## config.mk

```make
export PLATFORM = sky130hd
export DESIGN_NAME = nonce_scheduler
export DESIGN_NICKNAME = d
export VERILOG_FILES = /design/src/rtl/nonce_scheduler_pkg.sv /design/src/rtl/nonce_scheduler_target_expand.sv /design/src/rtl/nonce_scheduler.sv
export SDC_FILE = /design/constraint.sdc
export NUM_CORES = 2
export LEC_CHECK = 0
export BUFFER_PORTS_ARGS = -buffer_cell sky130_fd_sc_hd__clkbuf_2
export CAP_MARGIN = 20
export CORE_AREA = 2 2 738 740
export CTS_CLUSTER_DIAMETER = 120
export CTS_CLUSTER_SIZE = 20
export DETAILED_ROUTE_END_ITERATION = 10
export DIE_AREA = 0 0 740 742
export PLACE_DENSITY_LB_ADDON = 0.15
export SYNTH_ARGS = -nofsm -noshare
export SYNTH_HDL_FRONTEND = slang
export SYNTH_HIERARCHICAL = 1
export SYNTH_SLANG_ARGS = --single-unit
```

## constraint.sdc

```tcl
create_clock -name clk -period 15.1 [get_ports clk]
set_input_delay 2.265 -clock clk [delete_from_list [all_inputs] [get_ports clk]]
set_output_delay 2.265 -clock clk [all_outputs]
set_load 0.01 [all_outputs]
```

## src/rtl/nonce_scheduler_pkg.sv

```systemverilog
// Shared types and helpers for the nonce scheduler around the hashing array.
package miner_pkg;

   localparam int NONCE_W = 32;
   localparam int HASH_W  = 256;

   typedef enum logic [2:0] {
      IDLE    = 3'd0,
      CLEAR   = 3'd1,
      RUN     = 3'd2,
      CHECK   = 3'd3,
      REPORT  = 3'd4,
      ADVANCE = 3'd5,
      DONE    = 3'd6
   } sched_state_t;

   // Compact 'bits' to a 256-bit target. Shifts past the word simply fall off,
   // which gives the required truncation. A set mantissa sign bit means "no target".
   function automatic logic [HASH_W-1:0] expand_target(input logic [31:0] bits);
      logic [7:0]        e;
      logic [HASH_W-1:0] m;
      logic [10:0]       sh;
      e = bits[31:24];
      m = HASH_W'(bits[23:0]);
      if (bits[23]) begin
         return '0;
      end
      if (e >= 8'd3) begin
         sh = {e - 8'd3, 3'b000};
         return m << sh;
      end
      sh = {8'd3 - e, 3'b000};
      return m >> sh;
   endfunction

endpackage

```

## src/rtl/nonce_scheduler_target_expand.sv

```systemverilog
// Combinational compact-bits to target expansion; the scheduler registers it at job accept.
module target_expand
   import miner_pkg::*;
(
   input  logic [31:0]       bits,
   output logic [HASH_W-1:0] target,
   output logic              target_neg
);

   assign target     = expand_target(bits);
   // A negative compact target must block every hit, even a zero digest.
   assign target_neg = bits[23];

endmodule

```

## src/rtl/nonce_scheduler.sv

```systemverilog
// Job-level controller: feeds the hashing array batches of consecutive nonces,
// scans the returned digests lane by lane and reports every hit over valid/ready.
module nonce_scheduler
   import miner_pkg::*;
#(
   parameter int NUM_HASHERS = 1
) (
   input  logic                          clk,
   input  logic                          reset_n,
   input  logic                          job_valid,
   output logic                          job_ready,
   input  logic [31:0]                   version,
   input  logic [255:0]                  hashPrevBlock,
   input  logic [255:0]                  hashMerkleRoot,
   input  logic [31:0]                   timestamp,
   input  logic [31:0]                   bits,
   input  logic [31:0]                   nonce_start,
   input  logic [31:0]                   nonce_end,
   input  logic                          abort,
   output logic [31:0]                   hdr_version,
   output logic [255:0]                  hdr_hashPrevBlock,
   output logic [255:0]                  hdr_hashMerkleRoot,
   output logic [31:0]                   hdr_timestamp,
   output logic [31:0]                   hdr_bits,
   output logic [NUM_HASHERS*32-1:0]     miner_nonce,
   output logic                          miner_start,
   output logic                          miner_reset,
   input  logic                          miner_done,
   input  logic [NUM_HASHERS*256-1:0]    miner_hash,
   output logic                          found_valid,
   input  logic                          found_ready,
   output logic [31:0]                   found_nonce,
   output logic [255:0]                  found_hash,
   output logic                          busy,
   output logic                          exhausted
);

   // Lane index must also hold NUM_HASHERS (the "past last lane" value after a final report).
   localparam int                LANE_W    = $clog2(NUM_HASHERS) + 1;
   localparam logic [LANE_W-1:0] LAST_LANE = LANE_W'(NUM_HASHERS - 1);

   sched_state_t                     state;
   logic [LANE_W-1:0]                lane;
   logic [NONCE_W-1:0]               base;
   logic [NONCE_W-1:0]               range_end;
   logic [HASH_W-1:0]                target;
   logic                             target_neg;
   logic [NUM_HASHERS*HASH_W-1:0]    hash_buf;

   logic [HASH_W-1:0]                target_exp;
   logic                             target_neg_exp;
   logic [NONCE_W-1:0]               fill_base;
   logic [NUM_HASHERS*NONCE_W-1:0]   fill_vec;
   int                               lane_sel;
   logic [HASH_W-1:0]                lane_hash;
   logic [NONCE_W:0]                 lane_nonce;
   logic [NONCE_W:0]                 batch_last;
   logic                             lane_hit;
   logic                             batch_final;
   logic                             job_accept;

   target_expand u_target_expand (
      .bits       (bits),
      .target     (target_exp),
      .target_neg (target_neg_exp)
   );

   assign job_ready  = (state == IDLE);
   assign busy       = (state != IDLE);
   assign job_accept = (state == IDLE) && job_valid && !abort;

   // Nonce vector for the next batch: range start at accept, base+NUM_HASHERS on advance.
   always_comb begin
      // NOTE: every comb output gets a default first so no path can infer a latch.
      fill_vec  = '0;
      fill_base = (state == IDLE) ? nonce_start : base + NONCE_W'(NUM_HASHERS);
      for (int i = 0; i < NUM_HASHERS; i++) begin
         fill_vec[i*NONCE_W +: NONCE_W] = fill_base + NONCE_W'(i);
      end
   end

   // Hit test for the current lane plus the end-of-range test for the whole batch.
   always_comb begin
      lane_sel    = (int'(lane) < NUM_HASHERS) ? int'(lane) : 0;
      lane_hash   = hash_buf[lane_sel*HASH_W +: HASH_W];
      lane_nonce  = {1'b0, base} + (NONCE_W+1)'(lane);
      batch_last  = {1'b0, base} + (NONCE_W+1)'(NUM_HASHERS - 1);
      lane_hit    = !lane_nonce[NONCE_W] && (lane_nonce[NONCE_W-1:0] <= range_end) &&
                    !target_neg && (lane_hash <= target);
      batch_final = batch_last[NONCE_W] || (batch_last[NONCE_W-1:0] >= range_end);
   end

   // Scheduler FSM and all registered outputs; abort overrides every transition.
   always_ff @(posedge clk or negedge reset_n) begin
      if (!reset_n) begin
         // NOTE: the digest buffer and job registers are reset as well, so the
         // compare path never sees X after a mid-job reset.
         state              <= IDLE;
         lane               <= '0;
         base               <= '0;
         range_end          <= '0;
         target             <= '0;
         target_neg         <= 1'b0;
         hash_buf           <= '0;
         hdr_version        <= '0;
         hdr_hashPrevBlock  <= '0;
         hdr_hashMerkleRoot <= '0;
         hdr_timestamp      <= '0;
         hdr_bits           <= '0;
         miner_nonce        <= '0;
         miner_start        <= 1'b0;
         miner_reset        <= 1'b1;
         found_valid        <= 1'b0;
         found_nonce        <= '0;
         found_hash         <= '0;
         exhausted          <= 1'b0;
      end else if (abort && state != IDLE) begin
         // NOTE: state uses non-blocking assignments so every branch sees pre-edge values.
         state       <= IDLE;
         miner_start <= 1'b0;
         miner_reset <= 1'b1;
         found_valid <= 1'b0;
         exhausted   <= 1'b0;
      end else begin
         case (state)
            IDLE: begin
               miner_reset <= 1'b1;
               exhausted   <= 1'b0;
               if (job_accept) begin
                  hdr_version        <= version;
                  hdr_hashPrevBlock  <= hashPrevBlock;
                  hdr_hashMerkleRoot <= hashMerkleRoot;
                  hdr_timestamp      <= timestamp;
                  hdr_bits           <= bits;
                  target             <= target_exp;
                  target_neg         <= target_neg_exp;
                  base               <= nonce_start;
                  range_end          <= nonce_end;
                  miner_nonce        <= fill_vec;
                  if (nonce_end < nonce_start) begin
                     exhausted <= 1'b1;
                     state     <= DONE;
                  end else begin
                     state <= CLEAR;
                  end
               end
            end
            CLEAR: begin
               miner_reset <= 1'b0;
               miner_start <= 1'b1;
               state       <= RUN;
            end
            RUN: begin
               if (miner_done) begin
                  hash_buf    <= miner_hash;
                  lane        <= '0;
                  miner_start <= 1'b0;
                  state       <= CHECK;
               end
            end
            CHECK: begin
               if (lane <= LAST_LANE && lane_hit) begin
                  found_valid <= 1'b1;
                  found_nonce <= lane_nonce[NONCE_W-1:0];
                  found_hash  <= lane_hash;
                  state       <= REPORT;
               end else if (lane >= LAST_LANE) begin
                  if (batch_final) begin
                     exhausted   <= 1'b1;
                     miner_reset <= 1'b1;
                     state       <= DONE;
                  end else begin
                     state <= ADVANCE;
                  end
               end else begin
                  lane <= lane + 1'b1;
               end
            end
            REPORT: begin
               if (found_ready) begin
                  found_valid <= 1'b0;
                  lane        <= lane + 1'b1;
                  state       <= CHECK;
               end
            end
            ADVANCE: begin
               base        <= base + NONCE_W'(NUM_HASHERS);
               miner_nonce <= fill_vec;
               miner_reset <= 1'b1;
               state       <= CLEAR;
            end
            DONE: begin
               exhausted <= 1'b0;
               state     <= IDLE;
            end
            default: state <= IDLE;
         endcase
      end
   end

endmodule

```

## Word-level counts from Yosys, hierarchy flattened

Cells that the tools add are included.

- Register bits after elaboration: 1513
- Input bits: 934
- Output and inout bits: 934
- Logic and storage cells: 126

- $add $sub $neg: 5
- Magnitude comparators: 8
- Equal/unequal tests: 19
- Shift-type cells: 3
- Mux-type cells: 42
- Bitwise gates (word level): 1
- Reduce and logical (&&, ||, !) cells: 29

Operators with widths:

| operator | count |
|---|---|
| 256-bit two-way mux | 4 |
| 256-bit <= comparator | 1 |
| 256-bit by 10-bit variable part select with 256-bit output | 1 |
| 24-bit by 11-bit << shifter with 256-bit output | 1 |
| 24-bit by 11-bit >> shifter with 256-bit output | 1 |
| 32-bit case mux with 2 select lines | 2 |
| 32-bit two-way mux | 3 |
| 32-bit by 1-bit adder with 33-bit output | 1 |
| 32-bit by 1-bit adder with 32-bit output, second input constant | 1 |
| 32-bit >= comparator | 1 |
| 32-bit <= comparator | 1 |
| 32-bit less-than comparator | 1 |
| 3-bit two-way mux | 7 |
| 1-bit two-way mux | 19 |
| 3-bit != test, second input constant | 6 |
| 3-bit case mux with 6 select lines | 1 |
| 3-bit AND reduction | 5 |
| 4-bit AND reduction | 3 |
| 3-bit nonzero test | 4 |
| 3-bit == test, second input constant | 3 |
| 1-bit case mux with 3 select lines | 3 |
| 8-bit by 2-bit >= comparator with 1-bit output, second input constant | 1 |
| 2-bit != test, second input constant | 4 |
| 4-bit nonzero test | 2 |
| other kinds (21) | 31 |

## Logic depth before layout (Yosys ltp)

- Depth after elaboration: 9
- Depth in mapped cells: 21
- Depth with buffers taken out: 17

## Cells and area by module

Netlist, hierarchy kept.

Modules (own cells, without submodules):

| module | times used | cells each | area each (um2) | seq. area each (um2) |
|---|---|---|---|---|
| nonce_scheduler | 1 | 6432 | 66774.0 | 37862.6 |
| target_expand | 1 | 622 | 3289.4 | 0.0 |

## Least setup slack after synthesis

OpenSTA, ideal clock, no wires.

- Path type: register to register
- Start point: register base[2]
- End point: register found_hash[100]
- Arrival: 4616 ps
- Path slack: 10359 ps
- Cell stages (with the launch flop): 22
- Buffers on the path: 4
- Cell sequence: dfrtp_1 -> clkbuf_1 -> and2_1 -> and3_1 -> and3_1 -> nand4_1 -> nor2_1 -> nand4_1 -> nand2b_1 -> xnor2_1 -> ha_1 -> nand4_1 -> nor2_1 -> inv_1 -> nor4_1 -> nand3_1 -> a2111o_1 -> a2111o_1 -> buf_2 -> buf_6 -> buf_6 -> mux2_4

- Cells in the longest elaborated chain, start to end: 7
- Elaborated cells on any way between the ends: 8
- Classes of those cells: 1 x add/sub; 1 x order compare; 6 x reduce/logical

RTL lines:

| item | RTL line | text |
|---|---|---|
| from (decl) | nonce_scheduler.sv:44 | `logic [NONCE_W-1:0] base;` |
| from (signal assigned) | nonce_scheduler.sv:137 | `base <= nonce_start;` |
| from (signal assigned) | nonce_scheduler.sv:187 | `base <= base + NONCE_W'(NUM_HASHERS);` |
| 32-bit by 1-bit adder with 33-bit output | nonce_scheduler.sv:86 | `lane_nonce = {1'b0, base} + (NONCE_W+1)'(lane);` |
| named net lane_nonce[27] | nonce_scheduler.sv:56 | `logic [NONCE_W:0] lane_nonce;` |
| 32-bit <= comparator | nonce_scheduler.sv:88 | `lane_hit = !lane_nonce[NONCE_W] && (lane_nonce[NONCE_W-1:0] <= range_end) &&` |
| 1-bit logical AND (2 in a row) | nonce_scheduler.sv:88 |  |
| 1-bit logical AND | nonce_scheduler.sv:89 | `!target_neg && (lane_hash <= target);` |
| 1-bit logical AND | nonce_scheduler.sv:162 | `if (lane <= LAST_LANE && lane_hit) begin` |
| 3-bit AND reduction (no source line) | - |  |
| to (signal assigned) | nonce_scheduler.sv:165 | `found_hash <= lane_hash;` |
| to (decl) | nonce_scheduler.sv:33 | `output logic [255:0] found_hash,` |

The timed path passes the listed nets, and every way through them passes these cells.
A chain may end at the register's enable or synchronous reset.

## Final worst setup path

- Start point: register base[2]
- End point: register found_hash[47]

The elaborated chain is that of the path after synthesis.

==> flow_metrics.tcl <==
set metrics [dict create \
    max_freq_ghz 0.128 \
    path_class "reg2reg" \
    drv_slew 0 \
    cts_root_buf "clkbuf_16" \
    worstHoldStart "hdr_hashMerkleRoot[108]$_DFFE_PN0P_" \
    worst_pin_slew_ns 1.17 \
    crit_required_ns 15.90 \
    relSlewSlack_pct 22.0 \
    grt_pass1_vias 58988 \
    drt-total-wl_um 440000 \
    cts_resized 0 \
    fin_setup_tns_ns 0 \
    finalClockSkew_ns 0.0985 \
    synth_area_sq_um 70100 \
    fp.coreArea_sq_um 542000 \
    vias 57685 \
    drt_iter0_drc 3937 \
    portBuffers 1867 \
    end_kind "register" \
    grt_pass1_wl_um 582000 \
    cts_tree "yes" \
    synth_seq_cells 1513 \
    finalCritPeriodShare_pct 51.6 \
    layout-drive-gt1-share_pct 30.6 \
    ys_seq_area_share_pct 54.0 \
    worstHoldPathType "reg2reg" \
    grt_max_degree 175 \
    drcViolationCount 0 \
    htreeDepth 3 \
    rr_worst_depth 20 \
    avgSynthCellArea_sq_um 9.93 \
    syn_inst 7054 \
    cts_hold_buf 0 \
    first_pass_iters 7 \
    reg2reg_from "base[2]$_DFFE_PN0P_" \
    avgRoutedWirePerCell_um 27.4 \
    path_clk_slew_ns 0.09 \
    p_per_area_nw_per_um2 187 \
    insertion_delay_ns 0.92 \
    synth_fp_nets 8345 \
    synth_commonest_cells "2,368 x nand2_1, 1,512 x dfrtp_1, 379 x o21ai_0, 357 x ha_1, 348 x inv_1" \
    synth-edff-count 0 \
    fin_ws_ns 7.31 \
    grt_overflow 0 \
    p_leak_nw 44.9 \
    min_to "hdr_hashMerkleRoot[108]$_DFFE_PN0P_" \
    io_pins 1868 \
    status "finished clean" \
    yosysMostFrequentCell "nand2_1" \
    post-place-ws_ns 7.28 \
    drv_cap 0 \
    gp_congestion 0.877 \
    dp_hpwl_um 360000 \
    rsz0062_at_grt "false" \
    rows 271 \
    setup_violations 0 \
    numClockSinks 1513 \
    holdPathStages 2 \
    critPathMaxFanout 88 \
    post-cts-setup-buffers 0 \
    synthDominantCellAreaShare_pct 54.0 \
    initial_utilization_pct 12.9 \
    die_w_um 740 \
    nets 10052 \
    drt-vias-per-instance 3.59 \
    synth_cell_type_count 81 \
    ir_drop_mv 0.0919 \
    synthArstFlopShare_pct 100 \
    yosys_warnings 6 \
    r2r_slack_ns 7.31 \
    period_minus_slack_ns 7.79 \
    cts_buffers 104 \
    clockBufferDepth 4 \
    die_h_um 742 \
    holdWs_ns 0.476 \
    netlist.top_cell.by_area "dfrtp_1" \
    postRouteAntennaNets 0 \
    hold_viol 0 \
    worstPathArrival_ns 8.58 \
    antenna_found_initial 175 \
    area_growth_pct 30.2 \
    start_kind "register" \
    synthFlopType "dfrtp_1" \
    grt_usage_pct 15.5 \
    die_area_sq_um 549000 \
    r2r-end "found_hash[47]$_DFFE_PN0P_" \
    synth.area.top_cells "dfrtp_1 54%, nand2_1 13%, ha_1 6.4%" \
]
[power breakdown]
part | switching, mW | internal [mW] | total (mW)
logic | 4.41 | 2.50 | 6.91
registers | 1.43 | 5.51 | 6.95
clock network | 1.80 | 1.43 | 3.23
[cells by family after synthesis]
family / count (synthesis) / synth area share [%]
adders and majority gates: 357 / 6.38
AOI/OAI and AO/OA: 868 / 7.50
xor gates and xnor gates: 64 / 0.821
DFF: 1513 / 54.0
buffers and inverters: 706 / 4.14
muxes: 554 / 10.0
and+or+nand+nor: 2992 / 17.1
[sequential cells by signal, indices dropped and copies added, names as in the netlist, 3 cells and up]
signal	count
hdr_timestamp	32
hdr_version	32
hash_buf	256
hdr_hashMerkleRoot	256
target	256
found_hash	256
state	3
base	32
range_end	32
hdr_hashPrevBlock	256
found_nonce	32
miner_nonce	32
hdr_bits	32
[per-layer routing]
layer  wire [um]  part of all wire (%)  up-vias  track usage (%)
met5         818                  0.19        -                0
met4       11400                   2.6      130             3.65
met1      195000                    44    28653             20.4
met2      203000                    46     1737             25.3
li1            -                     -    26722                -
met3       29500                   6.7      443             4.08
[layout make-up]
cell class | instances | area (sq um)
diodes | 44 | 110
repair buffers | 1956 | 10200
fillers | 61388 | 451000
multi-input cells | 4835 | 29400
flip-flops and latches | 1513 | 37900
clock inverters | 39 | 574
clock buffers | 111 | 2680
inverters | 351 | 1320
well taps | 7234 | 9050
[placed cells by master, fill, tap and decap left out, types with 18 or more instances in the layout]
| cell | instances |
|---|---|
| xor2_1 | 31 |
| ha_1 | 357 |
| inv_1 | 348 |
| o22ai_1 | 28 |
| a211oi_1 | 29 |
| o211ai_1 | 18 |
| nand3_1 | 81 |
| nor2_1 | 298 |
| mux2_4 | 209 |
| nand4_1 | 96 |
| nor3_1 | 39 |
| clkbuf_16 | 106 |
| mux2_2 | 337 |
| a31oi_1 | 20 |
| dfrtp_1 | 1512 |
| o21ai_0 | 378 |
| nand2_1 | 2364 |
| nor4_1 | 23 |
| a21o_1 | 66 |
| clkbuf_2 | 1865 |
| a21oi_1 | 178 |
| xnor2_1 | 30 |
| diode_2 | 44 |
| buf_4 | 73 |
| o2bb2ai_1 | 24 |
[worst max-delay path: stages (launching register included)]
cell and delay [ns]:
dfrtp_1 0.56, and2_1 0.24, and3_1 0.24, and3_1 0.19, nand4_1 0.35, nor2_1 0.41
nand4_1 0.30, nand2b_1 0.27, xnor2_1 0.18, ha_1 0.31, nand4_1 0.12, nor2_1 0.23
inv_1 0.07, nor4_1 0.47, a211o_1 0.20, a2111o_1 0.22, a2111o_2 0.52, buf_4 0.67
buf_12 0.56, buf_4 0.92, mux2_2 0.42
[how the worst max path moves through the flow]
| stage | startpoint | to | slack [ns] | cells after the start |
|---|---|---|---|---|
| 2_1_floorplan | base[2]$_DFFE_PN0P_ | found_hash[100]$_DFFE_PN0P_ | 10.36 | 21 |
| 3_3_place_gp | base[2]$_DFFE_PN0P_ | found_hash[60]$_DFFE_PN0P_ | 7.37 | 20 |
| 3_5_place_dp | base[2]$_DFFE_PN0P_ | found_hash[56]$_DFFE_PN0P_ | 7.28 | 20 |
| 4_1_cts | base[2]$_DFFE_PN0P_ | found_hash[47]$_DFFE_PN0P_ | 7.28 | 20 |
| 5_1_grt | base[2]$_DFFE_PN0P_ | found_hash[47]$_DFFE_PN0P_ | 6.85 | 20 |
| 6_report | base[2]$_DFFE_PN0P_ | found_hash[47]$_DFFE_PN0P_ | 7.31 | 20 |
[metrics by stage]
stage | std cells | instance area [sq um] | util, % | power, mW
after global placement | 15888 | 87800 | 16.2 | 14.2
after global routing | 16046 | 91100 | 16.8 | 18.3
final | 16083 | 91200 | 16.8 | 17.1
after CTS | 16039 | 91100 | 16.8 | 17.6
after floorplan | 7054 | 70100 | - | 9.95
after detailed placement | 15889 | 87800 | 16.2 | 14.2
No activity file was read; power rests on OpenSTA's default activity.
